===== config.mk =====
export PLATFORM = sky130hd
export DESIGN_NAME = lora_uart_tx_arbiter
export DESIGN_NICKNAME = d
export VERILOG_FILES = /design/src/rtl/lora_uart_tx_arbiter.sv
export SDC_FILE = /design/constraint.sdc
export NUM_CORES = 1
export LEC_CHECK = 0
export ABC_AREA = 1
export BUFFER_PORTS_ARGS = -buffer_cell sky130_fd_sc_hd__buf_2
export CORE_AREA = 2 2 72 74
export DETAILED_ROUTE_END_ITERATION = 16
export DIE_AREA = 0 0 74 76
export GPL_TIMING_DRIVEN = 0
export SYNTH_ARGS = -nofsm -noshare
export SYNTH_HDL_FRONTEND = slang
export SYNTH_SLANG_ARGS = --single-unit

===== constraint.sdc =====
create_clock -name clk -period 1.7 [get_ports clk]
set_clock_uncertainty 0.05 [all_clocks]
set_input_delay 0 -clock clk [delete_from_list [all_inputs] [get_ports clk]]
set_output_delay 0 -clock clk [all_outputs]
set_load 0.005 [all_outputs]

===== src/rtl/lora_uart_tx_arbiter.sv =====
// Two-requester round-robin arbitrated 8N1 UART transmitter (LSB first)
// driving the LoRa module RXD pin. One byte is latched per grant and
// serialised with a private divide-by-CLK_DIV bit timer.
module lora_uart_tx_arbiter #(
  parameter int unsigned CLK_DIV = 434
) (
  input  logic       clk,
  input  logic       rst,
  input  logic       req_a,
  input  logic [7:0] data_a,
  output logic       ack_a,
  input  logic       req_b,
  input  logic [7:0] data_b,
  output logic       ack_b,
  output logic       txd,
  output logic       busy,
  output logic       owner
);

  typedef enum logic [1:0] {
    ST_IDLE,
    ST_START,
    ST_DATA,
    ST_STOP
  } state_t;

  localparam logic [12:0] LP_CNT_LAST = 13'(CLK_DIV - 1);

  state_t      r_state,  w_state_nxt;
  logic [12:0] r_cnt,    w_cnt_nxt;
  logic [2:0]  r_idx,    w_idx_nxt;
  logic [7:0]  r_shift,  w_shift_nxt;
  logic        r_txd,    w_txd_nxt;
  logic        r_ack_a,  w_ack_a_nxt;
  logic        r_ack_b,  w_ack_b_nxt;
  logic        r_busy,   w_busy_nxt;
  logic        r_owner,  w_owner_nxt;
  logic        r_last_b, w_last_b_nxt;

  logic w_bound;
  logic w_grant_a;
  logic w_grant_b;

  // Bit boundary and round-robin grant decode (last grant B favours A)
  always_comb begin
    w_bound   = (r_cnt == LP_CNT_LAST);
    w_grant_a = req_a & (~req_b | r_last_b);
    w_grant_b = req_b & (~req_a | ~r_last_b);
  end

  // State and output registers; reset forces the line idle and drops any frame
  always_ff @(posedge clk or posedge rst) begin
    if (rst) begin
      r_state  <= ST_IDLE;
      r_cnt    <= '0;
      r_idx    <= '0;
      r_shift  <= '0;
      r_txd    <= 1'b1;
      r_ack_a  <= 1'b0;
      r_ack_b  <= 1'b0;
      r_busy   <= 1'b0;
      r_owner  <= 1'b1;
      r_last_b <= 1'b1;
    end else begin
      r_state  <= w_state_nxt;
      r_cnt    <= w_cnt_nxt;
      r_idx    <= w_idx_nxt;
      r_shift  <= w_shift_nxt;
      r_txd    <= w_txd_nxt;
      r_ack_a  <= w_ack_a_nxt;
      r_ack_b  <= w_ack_b_nxt;
      r_busy   <= w_busy_nxt;
      r_owner  <= w_owner_nxt;
      r_last_b <= w_last_b_nxt;
    end
  end

  // Next-state logic; txd is computed one cycle ahead so the line value is
  // registered and changes exactly at the bit boundary
  always_comb begin
    w_state_nxt  = r_state;
    w_cnt_nxt    = r_cnt;
    w_idx_nxt    = r_idx;
    w_shift_nxt  = r_shift;
    w_txd_nxt    = r_txd;
    w_ack_a_nxt  = 1'b0;
    w_ack_b_nxt  = 1'b0;
    w_busy_nxt   = r_busy;
    w_owner_nxt  = r_owner;
    w_last_b_nxt = r_last_b;

    case (r_state)
      ST_IDLE: begin
        w_txd_nxt = 1'b1;
        w_cnt_nxt = '0;
        if (w_grant_a || w_grant_b) begin
          w_shift_nxt  = w_grant_a ? data_a : data_b;
          w_ack_a_nxt  = w_grant_a;
          w_ack_b_nxt  = w_grant_b;
          w_owner_nxt  = w_grant_b;
          w_last_b_nxt = w_grant_b;
          w_busy_nxt   = 1'b1;
          w_idx_nxt    = '0;
          w_txd_nxt    = 1'b0;
          w_state_nxt  = ST_START;
        end
      end

      ST_START: begin
        w_cnt_nxt = w_bound ? '0 : r_cnt + 13'd1;
        if (w_bound) begin
          w_idx_nxt   = '0;
          w_txd_nxt   = r_shift[0];
          w_state_nxt = ST_DATA;
        end
      end

      ST_DATA: begin
        w_cnt_nxt = w_bound ? '0 : r_cnt + 13'd1;
        if (w_bound) begin
          if (r_idx == 3'd7) begin
            w_txd_nxt   = 1'b1;
            w_state_nxt = ST_STOP;
          end else begin
            w_shift_nxt = r_shift >> 1;
            w_idx_nxt   = r_idx + 3'd1;
            w_txd_nxt   = r_shift[1];
          end
        end
      end

      ST_STOP: begin
        w_cnt_nxt = w_bound ? '0 : r_cnt + 13'd1;
        w_txd_nxt = 1'b1;
        if (w_bound) begin
          w_busy_nxt  = 1'b0;
          w_state_nxt = ST_IDLE;
        end
      end

      default: begin
        w_txd_nxt   = 1'b1;
        w_busy_nxt  = 1'b0;
        w_cnt_nxt   = '0;
        w_state_nxt = ST_IDLE;
      end
    endcase
  end

  // Registered outputs only; nothing combinational from the request inputs
  always_comb begin
    txd   = r_txd;
    ack_a = r_ack_a;
    ack_b = r_ack_b;
    busy  = r_busy;
    owner = r_owner;
  end

endmodule


# Word-level counts from Yosys, hierarchy flattened
# Index checks and enable logic that the tools add are counted.
totals:
  regBits: 31
  inputBits: 20
  word_cells: 71
op_classes:
  add_sub_neg: 2
  eq_ne: 11
  n_mux: 30
  bitwise: 7
  reduce_logical: 12
op_table:
  columns: ["operator", "n"]
  rows:
  - ["two-way mux 8 bit", 4]
  - ["one-hot mux 13 bit (2 select lines)", 1]
  - ["one-hot mux 8 bit (2 select lines)", 1]
  - ["adder 13 x 1 -> 13 bit (second input constant)", 1]
  - ["== test 13 x 9 -> 1 bit (second input constant)", 1]
  - ["two-way mux 13 bit", 1]
  - ["two-way mux 3 bit", 4]
  - ["!= test 2 bit (second input constant)", 6]
  - ["two-way mux 1 bit", 10]
  - ["two-way mux 2 bit", 5]
  - ["AND reduction 5 bit", 2]
  - ["one-hot mux 3 bit (3 select lines)", 1]
  - ["one-hot mux 2 bit (4 select lines)", 1]
  - ["== test 2 bit (second input constant)", 2]
  - ["one-hot mux 1 bit (4 select lines)", 1]
  - ["AND reduction 2 bit", 2]
  - ["AND reduction 4 bit", 1]
  - ["nonzero test 2 bit", 2]
  - ["adder 3 x 1 -> 3 bit (second input constant)", 1]
  - ["== test 3 bit (second input constant)", 1]
  - ["NOT 1 bit", 3]
  - ["AND reduction 3 bit", 1]
  - ["nonzero test 3 bit", 1]
  - ["OR reduction 3 bit", 1]
  - ["other kinds (6)", 8]

# Logic depth before layout (Yosys ltp)
# Gate-level depths: netlist of the first run.
depth:
  depth_word: 6
  ltp_mapped: 10

# Worst setup path after synthesis of the first run
# Ideal clock, no wire load.
synth_path:
  path_kind: "register to register"
  from: "register r_idx[0]"
  to: "register r_shift[7]"
  setup_ps: 120
  t_arrival_ps: 1396
  required_time_ps: 1530
  path_slack_ps: 133
  stages_incl_launch_ff: 10
  period_less_slack_ps: 1567
  cell_sequence: "dfrtp_1 > ha_1 > ha_1 > or2_0 > o21ai_1 > nand2_1 > clkinv_2 > nand2_4 > nand2_1 > o21ai_2"
synth_between:
  elab_chain_len: 3
synth_rtl:
  columns: ["item", "line", "rtl"]
  rows:
  - ["start: declaration", "31", "logic [2:0] r_idx, w_idx_nxt;"]
  - ["start signal: assignment", "67", "r_idx <= w_idx_nxt;"]
  - ["== test 3 bit", "121", "if (r_idx == 3'd7) begin"]
  - ["!= test 2 bit (no source line)", null, null]
  - ["AND reduction 4 bit (no source line)", null, null]
  - ["end signal: assignment", "68", "r_shift <= w_shift_nxt;"]
  - ["end: declaration", "32", "logic [7:0] r_shift, w_shift_nxt;"]
# No other way between the ends.
# A chain may end at the register's enable or synchronous reset.

# Final worst setup path of the first run
# Ends and elaborated chain as after synthesis.

==> flow_summary.toml, run 1 <==
[run_status]
status = "finished clean"

[timing]
slew_headroom = 0.571
fin_ws_ns = 0.0633
setup_viol = 0
fin_crit_sh = 0.963
fmax_mhz = 611
period_minus_slack_ns = 1.64
worst_pin_slew_ns = 0.639
drv_slew = 0
finalHoldViolations = 0

[yosys]
synth-seq-cells = 31
synthTopCellsByArea = "dfrtp_1, nand2_1, inv_1"
ys_warn_count = 0
yosysTopAreaCell = "dfrtp_1"
yosysUniqueCellTypes = 31
ys_dominant_reg_cell = "dfrtp_1"
synthMuxAreaShare = 0
synth.top_cell.area_share = 0.388
synthXorXnorAreaFrac = 0.0187
synth_simple_gate_area_frac = 0.375
synth_top_family_by_area = "simple AND/OR/NAND/NOR gates"
syn_area_um2 = 1870
synth_common_cells = "nand2_1, inv_1, dfrtp_1"
synth_edf_count = 0
synth-compound-area-share = 0.0401
async_flop_share = 1.00
yosysMostFrequentCell = "nand2_1"
synth_fp_nets = 278
syn-instance-count = 249
synthAdderAreaFrac = 0.0602
syn_avg_cell_area_um2 = 7.51
seq_area_frac_synth = 0.416

[placed_design]
dp_cells = 343
place_congestion = 0.736
place_ws_ns = -0.0397
postPlaceCellArea_um2 = 2080
io_buffers = 24
hpwlAfterDp_um = 2700

[worst_setup_path]
crit_start = "r_idx[0]$_DFFE_PP0P_"
crit_arrival_ns = 1.76
cp.depth = 9
cp.required_ns = 1.82
r2r_start = "r_idx[0]$_DFFE_PP0P_"
r2r_end = "r_shift[7]$_DFFE_PP0P_"
slowest_delay_ns = 0.39
critPathMaxFanout = 9
r2r_slack_ns = 0.06
critPathBufInv = 1
worstSetupPathType = "reg2reg"
cp_common_cell = "o21ai_2"
critPathCapture = "r_shift[7]$_DFFE_PP0P_"
start_kind = "flop"
endpoint_kind = "flop"
crit_family = "simple AND/OR/NAND/NOR gates"
critical_path.cell_chain = "ha_2 -> ha_1 -> or2_1 -> o21ai_2 -> nand2_2 -> clkinv_4 -> nand2_8 -> nand2_1 -> o21ai_2"
cp_slowest_cell = "dfrtp_1"
reg2regPathDepth = 9

[grt]
grt.busiest_layer = "met2"
grt_pass1_wl_um = 6630
grt_pass1_vias = 1508
grt_use_met1 = 0.206
met2_usage = 0.227
grt_antenna_before_repair = 0
grt_max_degree = 32
grt_use_met3 = 0.0317
grt_overflow = 0
grt_use_total = 0.150

[power_and_ir_drop]
seqPwrFrac = 0.332
share_comb_of_total_power = 0.480
power.density_nw_per_um2 = 1500
vdd_drop_max_uv = 612
p_clk_frac = 0.188
p_sw_mw = 1.45
power.switching_fraction = 0.421
total_power_mw = 3.46
p_int_mw = 2.00
leakagePower_nw = 1.22

[route]
drt-initial-drc-count = 65
ant_nets = 0
post-route-drc-count = 0
dr.pass1.iters = 4
finalWirelength_um = 3710
wl_per_cell_um = 10.4
vias = 1582
vias_per_cell = 4.43

[clocking]
cts_num_sinks = 31
cts_tree = "built"
clk_path_buf_depth = 2
clk_pin_slew_ns = 0.06
insertion_delay_ns = 0.29
root_buffer = "clkbuf_8"
cts-buffers-inserted = 5
ctsHtreeMaxLevel = 2

[die]
die_area_um2 = 5620
ios = 25
die_y_um = 76
initial_core_util = 0.381
die_w_um = 74
rows = 26
core_area_um2 = 4910

[min_path]
hold_class = "in2reg"

[final_layout]
n_antenna_cell = 0
final_core_util = 0.468
design_area_um2 = 2300
area_delta_synth_final_pct = 22.9
final_cells = 357
nets = 315
drive_gt1_frac = 0.258

[job]
maxCapViolCount = 0
worst min path at each step:
stage / startpoint / end / slack, ns / depth (start not counted)
detailed placement: data_b[7] / r_shift[7]$_DFFE_PP0P_ / 0.28 / 3
floorplan: rst / ack_a$_DFF_PP0_ / 0.05 / 1
global route: req_a / r_last_b$_DFFE_PP1P_ / 0.06 / 4
finish: req_a / ack_b$_DFF_PP0_ / 0.04 / 4
CTS: rst / r_shift[2]$_DFFE_PP0P_ / 0.03 / 2
global placement: data_b[7] / r_shift[7]$_DFFE_PP0P_ / 0.28 / 3
area by class of cell:
type                    instances  area, um2
clock buffers                   7       96.3
fillers                       515       2610
inverters                      41        159
repair buffers                 30        193
plain buffers                   3       15.0
flip-flops and latches         31        779
multi-input cells             174        961
clock inverters                 1       7.51
well taps                      70       87.6
cells in the final DEF (no fill, tap or decap), drive strengths merged, types with 3 or more instances in the layout:
cell type    instances
a21oi                4
buf                 29
clkbuf               8
dfrtp               29
dlygate4sd3          3
ha                   9
inv                 39
nand2               88
nand3               25
nand4                5
nor2                19
nor3                 4
nor3b                3
o21ai                6
or2                  4
xor2                 3
through the flow:
stage	TNS (ns)	hold slack (ns)
floorplan	0	0.0520
global placement	-0.162	0.275
detailed placement	-0.220	0.281
CTS	0	0.0258
global route	-0.0203	0.0563
finish	0	0.0382
routing by layer:
metal  up-vias  wire, um
met2        24      1730
met3         5       116
met4         0        59
met5         -         0
li1        843         -
met1       710      1810
logic make-up (layout without fill, tap and decap cells):
group,after synthesis,after routing
simple gates,148,148
buf+inv,44,82
flops,31,31
compound gates,13,13
fa+ha+maj,9,9
xor+xnor,4,4
sequential cells by signal, summed over array words and instances (netlist names):
signal / cells
r_idx: 3
r_shift: 8
txd: 1
busy: 1
r_cnt: 13
ack_b: 1
r_last_b: 1
r_state: 2
ack_a: 1
power by group through the flow:
| stage | Clock, mW | Combinational, mW | Sequential (mW) |
|---|---|---|---|
| floorplan | 0 | 1.16 | 1.12 |
| global placement | 0 | 1.49 | 1.14 |
| detailed placement | 0 | 1.52 | 1.14 |
| CTS | 0.675 | 1.59 | 1.14 |
| global route | 0.703 | 1.91 | 1.18 |
| finish | 0.651 | 1.66 | 1.15 |
tightest hold or removal path, delay by kind of cell:
kind	cells	cell delay, ns
simple gates	3	0.23
buf+inv	1	0.10
what timing repair did:
item / CTS / global route
setup buffers: 0 / 2
endpoints found under the hold margin: 3 / 13
pin swaps: 1 / 6
endpoints found under the setup margin: 9 / 12
resized for setup: 4 / 12
hold buffers: 2 / 1
gates cloned: 0 / 0
(Power assumes the default switching activity.)
==> run 2: changes to the inputs <==
--- a/config.mk
+++ b/config.mk
@@ -11,6 +11,8 @@
 export DETAILED_ROUTE_END_ITERATION = 16
 export DIE_AREA = 0 0 74 76
 export GPL_TIMING_DRIVEN = 0
+export HOLD_SLACK_MARGIN = 0.05
+export PLACE_DENSITY = 0.67
 export SYNTH_ARGS = -nofsm -noshare
 export SYNTH_HDL_FRONTEND = slang
 export SYNTH_SLANG_ARGS = --single-unit
==> constraint.sdc (replaced) <==
create_clock -name clk -period 1.7 [get_ports clk]
set_clock_uncertainty 0.05 [all_clocks]
set_input_delay 0 -clock clk [delete_from_list [all_inputs] [get_ports clk]]
set_output_delay 0 -clock clk [all_outputs]
set_load 0.02 [all_outputs]
==> run 2 against run 1 <==
Clock power fell by 16%. Count of clock-buffer cells in the layout increased by 1. First-iteration DRC count down 32%. Non-clock buffer count grew 2. Final area decreased by 0.11%. Critical path depth is the same. Critical endpoint unchanged. Sequential cell count did not move. Utilization down 0.051 points. Sequential share of layout area about the same. Register-to-register slack hardly changed. Combinational power grew 8%.
==> flow_summary.toml, run 2 (synthesized netlist as in run 1, its figures left out) <==
[power_and_ir_drop]
leakagePower_nw = 1.21
p_int_mw = 1.97
power.switching_fraction = 0.438
vdd_drop_max_uv = 644
seqPwrFrac = 0.329
p_sw_mw = 1.53
share_comb_of_total_power = 0.515
power.density_nw_per_um2 = 1530
total_power_mw = 3.50
p_clk_frac = 0.156

[final_layout]
nets = 319
layout.cells.most_common_list = "nand2_1, inv_1, dfrtp_1, buf_2, nand3_1"
area_delta_synth_final_pct = 22.7
final_core_util = 0.467
reg_top3 = "r_cnt (13), r_shift (8), r_idx (3)"
final_common_cell = "nand2_1"
fillCellCount = 489
largest_reg_flops = 13
n_antenna_cell = 0
drive_gt1_frac = 0.251
top_register = "r_cnt"

[worst_setup_path]
r2r_start = "r_idx[1]$_DFFE_PP0P_"
reg2regPathDepth = 9
start_kind = "flop"
cp.required_ns = 1.81
r2r_end = "r_shift[7]$_DFFE_PP0P_"
r2r_slack_ns = 0.05
critPathMaxFanout = 5
worstSetupPathType = "reg2reg"
endpoint_kind = "flop"
crit_arrival_ns = 1.77

[die]
rows = 26
die_y_um = 76
initial_core_util = 0.381
die_w_um = 74
die_area_um2 = 5620
core_area_um2 = 4910
ios = 25

[timing]
worst_pin_slew_ns = 1.18
slew_headroom = 0.210
fin_crit_sh = 0.971
fin_ws_ns = 0.0485
fmax_mhz = 605
drv_slew = 0
period_minus_slack_ns = 1.65
setup_viol = 0
finalHoldViolations = 0

[route]
wl_met2_um = 1890
top_layer_used = "met4"
vias_per_cell = 4.54
wl_per_cell_um = 10.3
dr.pass1.iters = 7
post-route-drc-count = 0
ant_nets = 0
wl_met3_um = 148
finalWirelength_um = 3720
drt-initial-drc-count = 44
vias = 1639
wl_met1_um = 1640

[min_path]
hold_end = "r_shift[7]$_DFFE_PP0P_"
hold_start = "data_a[7]"
whs_path_depth = 4
hold_class = "in2reg"

[job]
maxCapViolCount = 0

[grt]
grt_pass1_wl_um = 6260
grt_pass1_vias = 1514
grt_use_total = 0.141
grt_overflow = 0
grt_max_degree = 32
grt_antenna_before_repair = 0

[clocking]
cts_tree = "built"
clk_path_buf_depth = 2
insertion_delay_ns = 0.28
root_buffer = "clkbuf_8"
cts_num_sinks = 31
clk_pin_slew_ns = 0.06
cts-buffers-inserted = 5
ctsHtreeMaxLevel = 2

[run_status]
status = "finished clean"

[placed_design]
place_ws_ns = -0.0205
io_buffers = 24
place_congestion = 0.783
hpwlAfterDp_um = 2600
## run 2: stage by stage
stage                     instances  TNS, ns  area (um2)  hold slack, ns
after global placement          343  -0.0359        2080           0.261
after CTS                       355        0        2220          0.0649
after global routing            361   -0.207        2300          0.0943
final                           361        0        2300          0.0651
after floorplan                 249        0        1870          0.0520
after detailed placement        343  -0.0542        2080           0.268
## run 2: worst max-delay path by stage
stage,to,start
floorplan,r_shift[7]$_DFFE_PP0P_,r_idx[0]$_DFFE_PP0P_
global placement,r_shift[7]$_DFFE_PP0P_,r_idx[0]$_DFFE_PP0P_
detailed placement,r_shift[7]$_DFFE_PP0P_,r_state[0]$_DFFE_PP0P_
CTS,r_shift[7]$_DFFE_PP0P_,r_state[0]$_DFFE_PP0P_
global route,r_shift[7]$_DFFE_PP0P_,r_idx[0]$_DFFE_PP0P_
finish,r_shift[7]$_DFFE_PP0P_,r_idx[1]$_DFFE_PP0P_
## run 2: cell type report
cell class,instances,area [um2],area share
repair buffers,32,190,0.0828
clock buffers,8,80.1,0.0349
well taps,70,87.6,0.0381
flip-flops and latches,31,779,0.340
plain buffers,3,13.8,0.00599
multi-input cells,175,981,0.427
inverters,41,159,0.0692
repair inverters,1,5.00,0.00218
## run 2: power by group through the flow
stage                     Sequential, mW  Combinational [mW]  Clock, mW
after global routing                1.18                2.05      0.604
after CTS                           1.14                1.62      0.569
after global placement              1.14                1.52          0
after floorplan                     1.18                1.16          0
final                               1.15                1.80      0.546
after detailed placement            1.15                1.55          0
## run 2: critical path: stages (launching register included)
cell and delay (ns):
dfrtp_1 0.38, ha_2 0.20, ha_4 0.16, or2_0 0.21
o21ai_1 0.11, nand2_2 0.11, clkinv_4 0.12, nand2_8 0.07
nand2_2 0.07, o21ai_2 0.05
## run 2: repair_timing
action | CTS | global route
gates cloned | 0 | 2
gates resized for setup | 4 | 10
buffers inserted | 0 | 4
pin swaps | 0 | 6
hold endpoints to repair | 32 | 0
hold buffers | 4 | 0
setup endpoints to repair | 8 | 12
## run 2: routing by layer
| layer | up-vias | track usage |
|---|---|---|
| met4 | 0 | 0.0382 |
| met2 | 31 | 0.237 |
| met3 | 5 | 0.0516 |
| met1 | 750 | 0.168 |
| li1 | 853 | - |
| met5 | - | 0 |
==> run 3: changes to the inputs <==
--- a/config.mk
+++ b/config.mk
@@ -7,12 +7,12 @@
 export LEC_CHECK = 0
 export ABC_AREA = 1
 export BUFFER_PORTS_ARGS = -buffer_cell sky130_fd_sc_hd__buf_2
-export CORE_AREA = 2 2 72 74
+export CORE_AREA = 2 2 90 92
 export DETAILED_ROUTE_END_ITERATION = 16
-export DIE_AREA = 0 0 74 76
+export DIE_AREA = 0 0 92 94
 export GPL_TIMING_DRIVEN = 0
 export HOLD_SLACK_MARGIN = 0.05
-export PLACE_DENSITY = 0.67
+export PLACE_DENSITY = 0.49
 export SYNTH_ARGS = -nofsm -noshare
 export SYNTH_HDL_FRONTEND = slang
 export SYNTH_SLANG_ARGS = --single-unit
==> run 3 against run 2 <==
Sequential share of layout area fell by 0.79 points. Via count fell by 2.2%. Power rose by 3.0%. Count of clock-buffer cells in the layout fell by 2. Setup slack improved by 0.036 ns. Non-clock buffer count fell by 1. Maximum frequency rose by 2.2%. Global-route usage fell by 3.9 points. Clock power rose by 11%. Final area rose by 2.6%. Sequential cell count did not move.
==> flow_summary.toml, run 3 (synthesized netlist as in run 1, its figures left out) <==
[die]
initial_core_util = 0.246
die_area_um2 = 8650
die_y_um = 94
ios = 25
core_area_um2 = 7610
die_w_um = 92
rows = 32

[placed_design]
place_ws_ns = -0.0420
place_congestion = 0.735
dp_cells = 375
io_buffers = 24
hpwlAfterDp_um = 2880

[timing]
finalHoldViolations = 0
fin_ws_ns = 0.0845
setup_viol = 0
drv_slew = 0
period_minus_slack_ns = 1.62
fin_crit_sh = 0.950
grt_setup_unrepaired = "yes"
worst_pin_slew_ns = 0.680
fmax_mhz = 619
whs_ns = 0.0586
slew_headroom = 0.546

[final_layout]
fillCellCount = 847
n_antenna_cell = 0
area_delta_synth_final_pct = 25.9
largest_reg_flops = 13
final_core_util = 0.310
nets = 318
final_cells = 391
top_register = "r_cnt"
reg_top3 = "r_cnt (13), r_shift (8), r_idx (3)"
layout.cells.most_common_list = "nand2_1, inv_1, dfrtp_1, buf_2, nand3_1"
final_common_cell = "nand2_1"
drive_gt1_frac = 0.284

[power_and_ir_drop]
leakagePower_nw = 1.22
power.density_nw_per_um2 = 1530
vdd_drop_max_uv = 546
total_power_mw = 3.61

[clocking]
clk_path_buf_depth = 2
insertion_delay_ns = 0.29
root_buffer = "clkbuf_8"
cts-buffers-inserted = 5
cts_num_sinks = 31
clk_pin_slew_ns = 0.07
ctsHtreeMaxLevel = 2
cts_tree = "built"

[worst_setup_path]
crit_arrival_ns = 1.75
endpoint_kind = "flop"
critPathMaxFanout = 5
worstSetupPathType = "reg2reg"
start_kind = "flop"
r2r_slack_ns = 0.08
cp.required_ns = 1.83

[route]
vias = 1603
ant_nets = 0
dr.pass1.iters = 4
drt-initial-drc-count = 24
post-route-drc-count = 0
finalWirelength_um = 4030
vias_per_cell = 4.10
wl_per_cell_um = 10.3

[run_status]
status = "finished clean"

[grt]
grt_antenna_before_repair = 0
grt_max_degree = 32
grt_use_total = 0.102
grt_overflow = 0
grt_pass1_wl_um = 6910
grt_pass1_vias = 1528

[min_path]
hold_class = "in2reg"

[job]
maxCapViolCount = 0
==> run 3: critical path, cell delays in order, from the launching register on <==
cell and delay (ns):
dfrtp_1 0.40, ha_2 0.19, ha_4 0.16, or2_1 0.23, o21ai_2 0.07, nand2_2 0.11
clkinv_4 0.12, nand2_8 0.07, nand2_1 0.07, nand2_1 0.05
==> run 3: worst paths after layout <==
path / start / end / depth (start not counted)
worst min-delay path: data_a[7] / r_shift[7]$_DFFE_PP0P_ / 4
worst max register to register: r_idx[0]$_DFFE_PP0P_ / r_shift[0]$_DFFE_PP0P_ / 9
worst min register to register: busy$_DFFE_PP0P_ / busy$_DFFE_PP0P_ / 2
max in group asynchronous: rst / r_state[1]$_DFFE_PP0P_ / 3
min in group asynchronous: rst / r_idx[1]$_DFFE_PP0P_ / 3
worst max-delay path: r_idx[0]$_DFFE_PP0P_ / r_shift[0]$_DFFE_PP0P_ / 9
==> run 3: metrics by stage <==
step           cell area (um2)  setup TNS [ns]
6_report                  2350               0
5_1_grt                   2350        -0.00490
4_1_cts                   2260               0
3_3_place_gp              2120          -0.170
3_5_place_dp              2120          -0.258
2_1_floorplan             1870               0
==> run 3: final cells by class <==
cell class / instances / area, um2 / share of cell area
Buffer: 3 / 15.0 / 0.00638
Clock buffer: 6 / 82.6 / 0.0351
Clock inverter: 1 / 5.00 / 0.00213
Inverter: 41 / 161 / 0.0685
Multi-Input combinational cell: 175 / 995 / 0.422
Sequential cell: 31 / 781 / 0.332
Tap cell: 102 / 128 / 0.0542
Timing Repair Buffer: 31 / 183 / 0.0776
Timing Repair inverter: 1 / 5.00 / 0.00213
==> run 3: power breakdown <==
part	total, mW	switching (mW)	internal (mW)
Combinational	1.85	1.15	0.699
Clock	0.605	0.287	0.318
Sequential	1.15	0.159	0.993
==> run 3: timing repair <==
item | in CTS | in global routing
endpoints found under the setup margin | 8 | 12
cloned | 0 | 2
gates resized for setup | 6 | 18
hold endpoints to repair | 3 | 29
buffers inserted | 0 | 3
hold buffers | 3 | 1
pin swaps | 1 | 6
==> run 3: per-layer routing <==
metal,part of all wire,up-vias,GRT usage
met1,0.49,713,0.125
met5,0,-,0
met4,0.016,0,0.0336
met2,0.44,31,0.168
li1,-,851,-
met3,0.046,8,0.0361
